$ cat src/rtl/rfc_vote_aggregator.sv
// rfc_vote_aggregator: majority vote over N_TREES tree labels with timeout, lowest-index tie-break and valid/ready result.
// Ports: clk, reset (async, active-low); start launches an inference from IDLE; tree_start pulses once to launch the trees;
// tree_done/tree_label carry per-tree completion and label (tree i at [i*LABEL_W +: LABEL_W]); busy is high outside IDLE;
// result_valid/result_ready handshake result_label, result_votes and timeout_err.
// Optional macro RFC_VOTE_MARGIN_EN adds result_margin (winning count minus second-highest count).
module rfc_vote_aggregator #(
  parameter int N_TREES     = 8,
  parameter int N_CLASSES   = 4,
  parameter int LABEL_W     = $clog2(N_CLASSES),
  parameter int CNT_W       = $clog2(N_TREES + 1),
  parameter int TIMEOUT_CYC = 1024
) (
  input  logic                       clk,
  input  logic                       reset,
  input  logic                       start,
  output logic                       tree_start,
  input  logic [N_TREES-1:0]         tree_done,
  input  logic [N_TREES*LABEL_W-1:0] tree_label,
  output logic                       busy,
  output logic                       result_valid,
  input  logic                       result_ready,
  output logic [LABEL_W-1:0]         result_label,
  output logic [CNT_W-1:0]           result_votes,
  output logic                       timeout_err
`ifdef RFC_VOTE_MARGIN_EN
  ,
  output logic [CNT_W-1:0]           result_margin
`endif
);
  localparam int TIDX_W = $clog2(N_TREES);
  localparam int TO_W = $clog2(TIMEOUT_CYC + 1);
  localparam logic [LABEL_W:0] NCL = (LABEL_W + 1)'(N_CLASSES);
  typedef enum logic [2:0] {IDLE, COLLECT, TALLY, ARGMAX, HOLD} state_t;
  state_t st, st_n;
  logic [N_TREES-1:0] mask, mask_n;
  logic [LABEL_W-1:0] lbl_q [N_TREES];
  logic [CNT_W-1:0] cnt [N_CLASSES];
  logic [TIDX_W-1:0] tidx;
  logic [LABEL_W-1:0] cidx;
  logic [TO_W-1:0] tcnt;
  logic [CNT_W-1:0] best_cnt, cur, nb_cnt;
  logic [LABEL_W-1:0] best_idx, nb_idx, t_lbl;
  logic all_done, to_hit, t_last, c_last, gt, t_vote;
`ifdef RFC_VOTE_MARGIN_EN
  logic [CNT_W-1:0] sec_cnt, ns_cnt;
  // A new best demotes the old best to second; otherwise the candidate may still beat the second (ties land here, giving margin 0).
  assign ns_cnt = gt ? best_cnt : (cur > sec_cnt ? cur : sec_cnt);
`endif
  assign busy = st != IDLE;
  always_comb begin
    // mask_n includes this edge's new dones so completion is seen on the same edge it happens.
    mask_n = mask | tree_done;
    all_done = &mask_n;
    to_hit = tcnt == TO_W'(TIMEOUT_CYC - 1);
    t_last = tidx == TIDX_W'(N_TREES - 1);
    c_last = cidx == LABEL_W'(N_CLASSES - 1);
    t_lbl = lbl_q[tidx];
    t_vote = mask[tidx] && ({1'b0, t_lbl} < NCL);
    cur = cnt[cidx];
    gt = cur > best_cnt;
    nb_cnt = gt ? cur : best_cnt;
    nb_idx = gt ? cidx : best_idx;
  end
  always_comb begin
    st_n = st;
    case (st)
      IDLE:    st_n = start ? COLLECT : IDLE;
      COLLECT: st_n = (all_done || to_hit) ? TALLY : COLLECT;
      TALLY:   st_n = t_last ? ARGMAX : TALLY;
      ARGMAX:  st_n = c_last ? HOLD : ARGMAX;
      HOLD:    st_n = result_ready ? IDLE : HOLD;
      default: st_n = IDLE;
    endcase
  end
  always_ff @(posedge clk or negedge reset)
    if (!reset) st <= IDLE;
    else st <= st_n;
  always_ff @(posedge clk or negedge reset) begin
    if (!reset) begin
      tree_start <= 1'b0;
      result_valid <= 1'b0;
      result_label <= '0;
      result_votes <= '0;
      timeout_err <= 1'b0;
      mask <= '0;
      tcnt <= '0;
      tidx <= '0;
      cidx <= '0;
      best_cnt <= '0;
      best_idx <= '0;
      for (int i = 0; i < N_TREES; i++) lbl_q[i] <= '0;
      for (int c = 0; c < N_CLASSES; c++) cnt[c] <= '0;
`ifdef RFC_VOTE_MARGIN_EN
      sec_cnt <= '0;
      result_margin <= '0;
`endif
    end else begin
      tree_start <= st == IDLE && start;
      case (st)
        IDLE:
          if (start) begin
            mask <= '0;
            tcnt <= '0;
            tidx <= '0;
            cidx <= '0;
            best_cnt <= '0;
            best_idx <= '0;
            timeout_err <= 1'b0;
            result_label <= '0;
            result_votes <= '0;
            for (int c = 0; c < N_CLASSES; c++) cnt[c] <= '0;
`ifdef RFC_VOTE_MARGIN_EN
            sec_cnt <= '0;
            result_margin <= '0;
`endif
          end
        COLLECT: begin
          for (int i = 0; i < N_TREES; i++)
            if (tree_done[i] && !mask[i]) lbl_q[i] <= tree_label[i*LABEL_W +: LABEL_W];
          mask <= mask_n;
          tcnt <= tcnt + TO_W'(1);
          if (!all_done && to_hit) timeout_err <= 1'b1;
        end
        TALLY: begin
          if (t_vote) cnt[t_lbl] <= cnt[t_lbl] + CNT_W'(1);
          tidx <= t_last ? '0 : tidx + TIDX_W'(1);
        end
        ARGMAX: begin
          best_cnt <= nb_cnt;
          best_idx <= nb_idx;
          cidx <= c_last ? '0 : cidx + LABEL_W'(1);
`ifdef RFC_VOTE_MARGIN_EN
          sec_cnt <= ns_cnt;
          if (c_last) result_margin <= nb_cnt - ns_cnt;
`endif
          if (c_last) begin
            result_valid <= 1'b1;
            result_label <= nb_idx;
            result_votes <= nb_cnt;
          end
        end
        HOLD:
          if (result_ready) result_valid <= 1'b0;
        default: ;
      endcase
    end
  end
endmodule
$ cat config.mk
export PLATFORM = sky130hd
export DESIGN_NAME = rfc_vote_aggregator
export DESIGN_NICKNAME = d
export VERILOG_FILES = /design/src/rtl/rfc_vote_aggregator.sv
export SDC_FILE = /design/constraint.sdc
export NUM_CORES = 1
export LEC_CHECK = 0
export ABC_AREA = 0
export CORE_MARGIN = 8
export CORE_UTILIZATION = 50
export CTS_BUF_LIST = sky130_fd_sc_hd__clkbuf_8
export DETAILED_ROUTE_END_ITERATION = 12
export PLACE_DENSITY = 0.78
export SLEW_MARGIN = 15
export SYNTH_ARGS = -nofsm -noshare
export SYNTH_HDL_FRONTEND = slang
export SYNTH_SLANG_ARGS = --single-unit
$ cat constraint.sdc
create_clock -name clk -period 3.55 [get_ports clk]
set_input_delay 0.355 -clock clk [delete_from_list [all_inputs] [get_ports clk]]
set_output_delay 0.355 -clock clk [all_outputs]
set_load 0.05 [all_outputs]
==> results.md, run 1 <==
* Final cell count without fillers at 494
* CP arrival at 3250 ps
* CP cell instances: mux4_2 -> ha_1 -> nor2b_1 -> o21a_1 -> o21a_1 -> o21ai_1 -> buf_4 -> mux2i_1 -> o21ai_0
* GRT overflow at 0
* CTS Buf Count at 9
* Hold Crit Class: in -> async
* Peak supply drop at 0.389 mV
* Worst skew pair latency at approximately 340 ps
* Share of post-route cells with drive strength above 1 at 15.6%
* Reg2reg start: cidx[0]
* Worst Reg-to-Reg Cells at 9
* Post-route cell area at 4550 sq um
* CTS hold repair buffers at 0
* DRT iter0 DRCs at roughly 300
* PwrDens at between 700 and 800 nW/um^2
* I/O pin total at 38
* Wire per inst at 16.9 um
* Layout Utilization at 59.8%
* Antenna violations before repair at 0
* TNS Setup at 0 ps
* Htree depth at 3
* Primary FF master, synth: dfrtp_1
* Final Net Count at 426
* Lkg Pwr at 1.93 nW
* Root buf cell: clkbuf_8
* Vias per inst at roughly 5.8
* Tightest Pin Transition at ~920 ps
* Reg clk slew, reported paths at 80 ps
* Drt pass-1 iters at 4
* Post-CTS Resized at 0
* First-pass GRT wire length at 14300 um
* Max-Cap Viols at 0
* Reg area at 1850 sq um
* Final setup viols at 0
* Fmax at 330 MHz
* Wirelength, routed at 8330 um
* Post-CTS setup buffers at 0
* Cell area after placement at approximately 4300 sq um
* Max Clock Skew at 10.3 ps
* Final worst setup slack at 518 ps
* Syn Nets at 387
* FF-to-FF setup slack at slightly above 500 ps
* Initial core utilization at 50.6%
* FFs w/ async S/R, synth at 100%
* Hpwl dp at 6010 um
* Die Width at 104 um
* RSZ-0062 raised after global routing: false
* Cells after synthesis at 350
* Antenna cells at 0
* Status: finished clean
* Post-route DRC at 0
* Routed Antenna Nets at 0
* Critical Path Sink Type: register
* WS Path Type: reg -> reg
* Final Power at roughly 3.5 mW
* Via count at 2883
* CP max stage cell: dfrtp_1
* Syn avg cell area at 11.0 sq um
* Count of state elements after synthesis at 74
* Placed cells at 480
* I/O Buffers at 37
* Sinks on the clock net at 74
* Fillers at between 600 and 700
* Final GP Congestion at about 0.85
* Worst-path fanout max at 9
* Die height at approximately 100 um
* P&R area growth vs syn at 18.2%
* DP Worst Slack at 512 ps
* TritonCTS clock tree: done
* Gr usage total at 16.0%
* Sequential area share after synthesis at 48.1%
* Cell row count at 32
* Vias in the first global route at 2930
* CP required at 3770 ps
* Most frequent CP cell: o21a_1
* Tmin final at 3030 ps
* Clock tree buffer depth at 2
* Final hold violation count at 0
* RR Endpoint: result_label[0]
* Final period utilization at 85.4%
* Rel. slew slack at between 30% and 40%
* Max Slew Vio Count at 0
* Total core area at 7610 sq um
* Multi-input logic area at between 1500 and 2000 sq um
* Post-synth EDFFs at 0
* Synth unique cells at 40
* DIE AREA at between 10000 and 15000 sq um
* Largest net degree at the start of global routing at 75
* Synthesized area at about 3800 sq um
* Startpoint types: register
* Worst hold slack at 226 ps
* YS warnings at 0
* Worst stage delay on the critical path at 600 ps
worst max-delay path: cells and delay by family, from the launching register on:
kind / cells / cell delay (ps)
adder cells (fa/ha/maj): 1 / 300
AND/OR/NAND/NOR: 1 / 130
AO/OA/AOI/OAI: 4 / 850
multiplexers: 2 / 790
buffers and inverters: 1 / 230
flip-flops: 1 / 600
sequential cells by signal (all words and copies together), names as in the netlist, 2 cells and up:
signal	flops
result_votes	4
mask	8
cnt	16
cidx	2
best_cnt	4
tidx	3
st	3
tcnt	11
result_label	2
best_idx	2
lbl_q	16
cells in the mapped netlist, drive strengths merged, types with 5 or more instances:
master | n | area (sq um)
a21oi | 9 | 45.0
a22o | 10 | 87.6
clkbuf | 13 | 48.8
dfrtp | 74 | 1850
ha | 9 | 113
inv | 7 | 26.3
mux2 | 19 | 214
mux2i | 26 | 310
mux4 | 10 | 225
nand2 | 47 | 176
nand3 | 8 | 45.0
nand3b | 5 | 37.5
nand4 | 6 | 37.5
nor2 | 28 | 105
nor2b | 5 | 31.3
o211ai | 8 | 75.1
o21ai | 27 | 135
cells in the final DEF, fill, tap and decap left out, types with 5 or more instances in the layout:
master	instances
a21oi_1	9
a22o_1	10
buf_4	6
clkbuf_8	9
clkdlybuf4s50_1	36
dfrtp_1	74
ha_1	9
inv_1	7
mux2_2	19
mux2i_1	22
mux4_2	10
nand2_1	47
nand3_1	7
nand3b_1	5
nand4_1	6
nor2_1	28
nor2b_1	5
o211ai_1	5
o21ai_0	26
final cells by class:
| type | count | area share (%) |
|---|---|---|
| Multi-Input combinational cell | 254 | 41.8 |
| Sequential cell | 74 | 40.7 |
| Timing Repair Buffer | 43 | 9.03 |
| Tap cell | 102 | 2.81 |
| Clock buffer | 9 | 2.73 |
| Clock inverter | 5 | 2.31 |
| Inverter | 7 | 0.578 |
cells by family (layout without fill, tap and decap cells):
kind of cell,count (synthesis),after routing,synth area share (%)
xor gates and xnor gates,1,1,0.423
buffers and inverters,22,64,2.44
muxes,55,55,19.5
DFF,74,74,48.1
adders and majority gates,9,9,2.93
and+or+nand+nor,119,119,14.6
AOI/OAI and AO/OA,70,70,12.0
per-layer routing:
metal	vias up	global-route usage, %	part of all wire, %
met1	1438	20.4	45
li1	1350	-	-
met3	10	4.09	4.9
met5	-	0	0
met4	0	5.69	1.4
met2	85	25.6	48
how the worst max path moves through the flow:
stage / start / end / slack (ps) / cells after the start
floorplan: cidx[0] / best_cnt[0] / 520 / 9
detailed placement: cidx[0] / result_label[0] / 510 / 9
global placement: cidx[0] / result_votes[3] / 600 / 9
finish: cidx[0] / result_label[0] / 520 / 9
global route: cidx[0] / result_label[0] / 240 / 9
CTS: tidx[1] / cnt[14] / 500 / 7
report_power, final:
| group | internal [mW] | leakage (nW) | switching [mW] |
|---|---|---|---|
| logic | 0.690 | 0.859 | 0.753 |
| clock network | 0.459 | 0.107 | 0.305 |
| registers | 1.08 | 0.964 | 0.264 |
| total | 2.22 | 1.93 | 1.32 |
Note: power is estimated with default switching activity, not from simulation.
==> run 2: changes to the inputs <==
--- a/config.mk
+++ b/config.mk
@@ -11,7 +11,6 @@
 export CTS_BUF_LIST = sky130_fd_sc_hd__clkbuf_8
 export DETAILED_ROUTE_END_ITERATION = 12
 export PLACE_DENSITY = 0.78
-export SLEW_MARGIN = 15
 export SYNTH_ARGS = -nofsm -noshare
 export SYNTH_HDL_FRONTEND = slang
 export SYNTH_SLANG_ARGS = --single-unit
==> results of run 2 <==
No change in the layout: final DEF, timing and power equal those of run 1.
==> run 3: changes to the inputs <==
--- a/config.mk
+++ b/config.mk
@@ -8,8 +8,9 @@
 export ABC_AREA = 0
 export CORE_MARGIN = 8
 export CORE_UTILIZATION = 50
-export CTS_BUF_LIST = sky130_fd_sc_hd__clkbuf_8
+export CTS_BUF_LIST = sky130_fd_sc_hd__clkbuf_16
 export DETAILED_ROUTE_END_ITERATION = 12
+export HOLD_SLACK_MARGIN = 0.08
 export PLACE_DENSITY = 0.78
 export SYNTH_ARGS = -nofsm -noshare
 export SYNTH_HDL_FRONTEND = slang
==> run 3 against run 2 <==
  * Sequential share of layout area is 0.89 points lower
  * Maximum frequency is 0.70% lower
  * Clock power is 32% higher
  * Worst setup slack worse by 21 ps
  * Hold slack better by 20 ps
  * Non-clock buffer count stayed put
  * First-iteration DRC count is 41% lower
  * Cell area is 2.2% higher
  * Critical endpoint is now result_label[1]
  * Largest cell class unchanged
==> results.md, run 3 (synthesized netlist as in run 1, its figures left out) <==
* Lkg Pwr at 1.98 nW
* Fmax at 328 MHz
* CP cell instances: mux4_2 -> ha_1 -> nor2b_1 -> o21a_1 -> o21a_1 -> o21ai_1 -> buf_4 -> mux2i_1 -> o21ai_0
* FF-to-FF setup slack at 500 ps
* Max-Cap Viols at 0
* Worst skew pair latency at between 300 and 400 ps
* CP max stage cell: mux4_2
* GR Layer Usage met3 at 4.03%
* Max Slew Vio Count at 0
* Max Clock Skew at 5.00 ps
* Final worst setup slack at 497 ps
* Hold Crit Class: in -> async
* Grt peak-use layer: met2
* Post-CTS setup buffers at 0
* GRT overflow at 0
* P&R area growth vs syn at 20.8%
* Gr usage total at 16.7%
* Peak supply drop at 0.456 mV
* TritonCTS clock tree: done
* Crit path from: cidx[0]
* Worst stage delay on the critical path at ~600 ps
* Cell row count at 32
* Commonest cells after routing, fill and taps aside: dfrtp_1 (74), nand2_1 (47), clkdlybuf4s50_1 (36)
* DP Worst Slack at 512 ps
* Rel. slew slack at between 30% and 40%
* Critical Path Sink Type: register
* DRT iter0 DRCs at 175
* Tightest Pin Transition at just over 900 ps
* Clock tree buffer depth at 2
* DIE AREA at approximately 11000 sq um
* Final hold violation count at 0
* Post-CTS Resized at 0
* Most frequent CP cell: o21a_1
* Sinks on the clock net at 74
* RSZ-0062 raised after global routing: false
* CTS hold repair buffers at 0
* CP arrival at 3250 ps
* Final setup viols at 0
* Top flop regs: cnt (16), lbl_q (16), tcnt (11)
* Total core area at 7610 sq um
* Via count at 2923
* Routed Antenna Nets at 0
* Initial core utilization at 50.6%
* Wirelength, routed at between 8000 and 9000 um
* Status: finished clean
* GR Util met1 at 21.1%
* Post-route DRC at 0
* Hpwl dp at roughly 6000 um
* CTS Buf Count at 9
* PwrDens at 821 nW/um^2
* Final period utilization at 86.0%
* Reg clk slew, reported paths at roughly 60 ps
* Commonest non-fill, non-tap cell in the layout: dfrtp_1
* Antenna violations before repair at 0
* I/O Buffers at 37
* Antenna cells at 0
* Share of post-route cells with drive strength above 1 at 15.6%
* Final GP Congestion at 0.851
* Final Net Count at between 400 and 500
* Reg2reg start: cidx[0]
* Largest net degree at the start of global routing at 75
* First-pass GRT wire length at 14900 um
* Vias in the first global route at 2995
* Final Power at roughly 3.8 mW
* RR Endpoint: result_label[1]
* Die height at roughly 100 um
* M2 GR Usage at 27.1%
* WS Path Type: reg -> reg
* Die Width at 104 um
* Htree depth at 3
* Wire per inst at 17.6 um
* CP required at 3750 ps
* I/O pin total at 38
* Vias per inst at slightly below 6
* Worst Reg-to-Reg Cells at 9
* Startpoint types: register
* Tmin final at between 3000 and 4000 ps
* Root buf cell: clkbuf_16
* Drt pass-1 iters at 4
* TNS Setup at 0 ps
* Worst-path fanout max at 9
-- run 3: cell types whose count changed in the layout (fill, tap and decap cells not counted) --
cell       change
clkbuf_16      +9
clkbuf_8       -9
-- run 3: power by group --
part / internal [mW] / total [mW] / switching [mW]
Clock: 0.678 / 1.01 / 0.335
Sequential: 1.08 / 1.35 / 0.273
Combinational: 0.690 / 1.45 / 0.761
Total: 2.45 / 3.82 / 1.37
-- run 3: metal layers --
| metal | vias to the layer above | share of wire (%) |
|---|---|---|
| met5 | - | 0 |
| met4 | 0 | 2.1 |
| met3 | 15 | 4.3 |
| met2 | 81 | 49 |
| met1 | 1473 | 44 |
| li1 | 1354 | - |
-- run 3: worst max path at each step --
| stage | to | slack [ps] | depth (start not counted) |
|---|---|---|---|
| 2_1_floorplan | best_cnt[0] | 520 | 9 |
| 3_3_place_gp | result_votes[3] | 600 | 9 |
| 3_5_place_dp | result_label[0] | 510 | 9 |
| 4_1_cts | cnt[14] | 480 | 7 |
| 5_1_grt | result_label[0] | 240 | 9 |
| 6_report | result_label[1] | 500 | 9 |
-- run 3: critical path: cells and delay by family (launching register included) --
kind	cells	cell delay, ps
AOI/OAI and AO/OA	4	860
adders and majority gates	1	300
buffers and inverters	1	240
DFF	1	580
muxes	2	810
and+or+nand+nor	1	130
-- run 3: final cells by class --
type	count	area [sq um]
fill	607	2960
multi-input combinational	254	1900
sequential	74	1850
timing repair buffer	43	410
clock buffer	9	225
tap	102	128
clock inverter	5	105
inverter	7	26.3
-- run 3: metrics by stage --
step | hold slack (ps) | util [%] | instance area [sq um] | std cells
3_5_place_dp | 472 | 56.7 | 4320 | 480
4_1_cts | 294 | 61.1 | 4650 | 494
2_1_floorplan | 59.4 | - | 3850 | 350
3_3_place_gp | 460 | 56.7 | 4320 | 480
6_report | 246 | 61.1 | 4650 | 494
5_1_grt | 358 | 61.1 | 4650 | 494
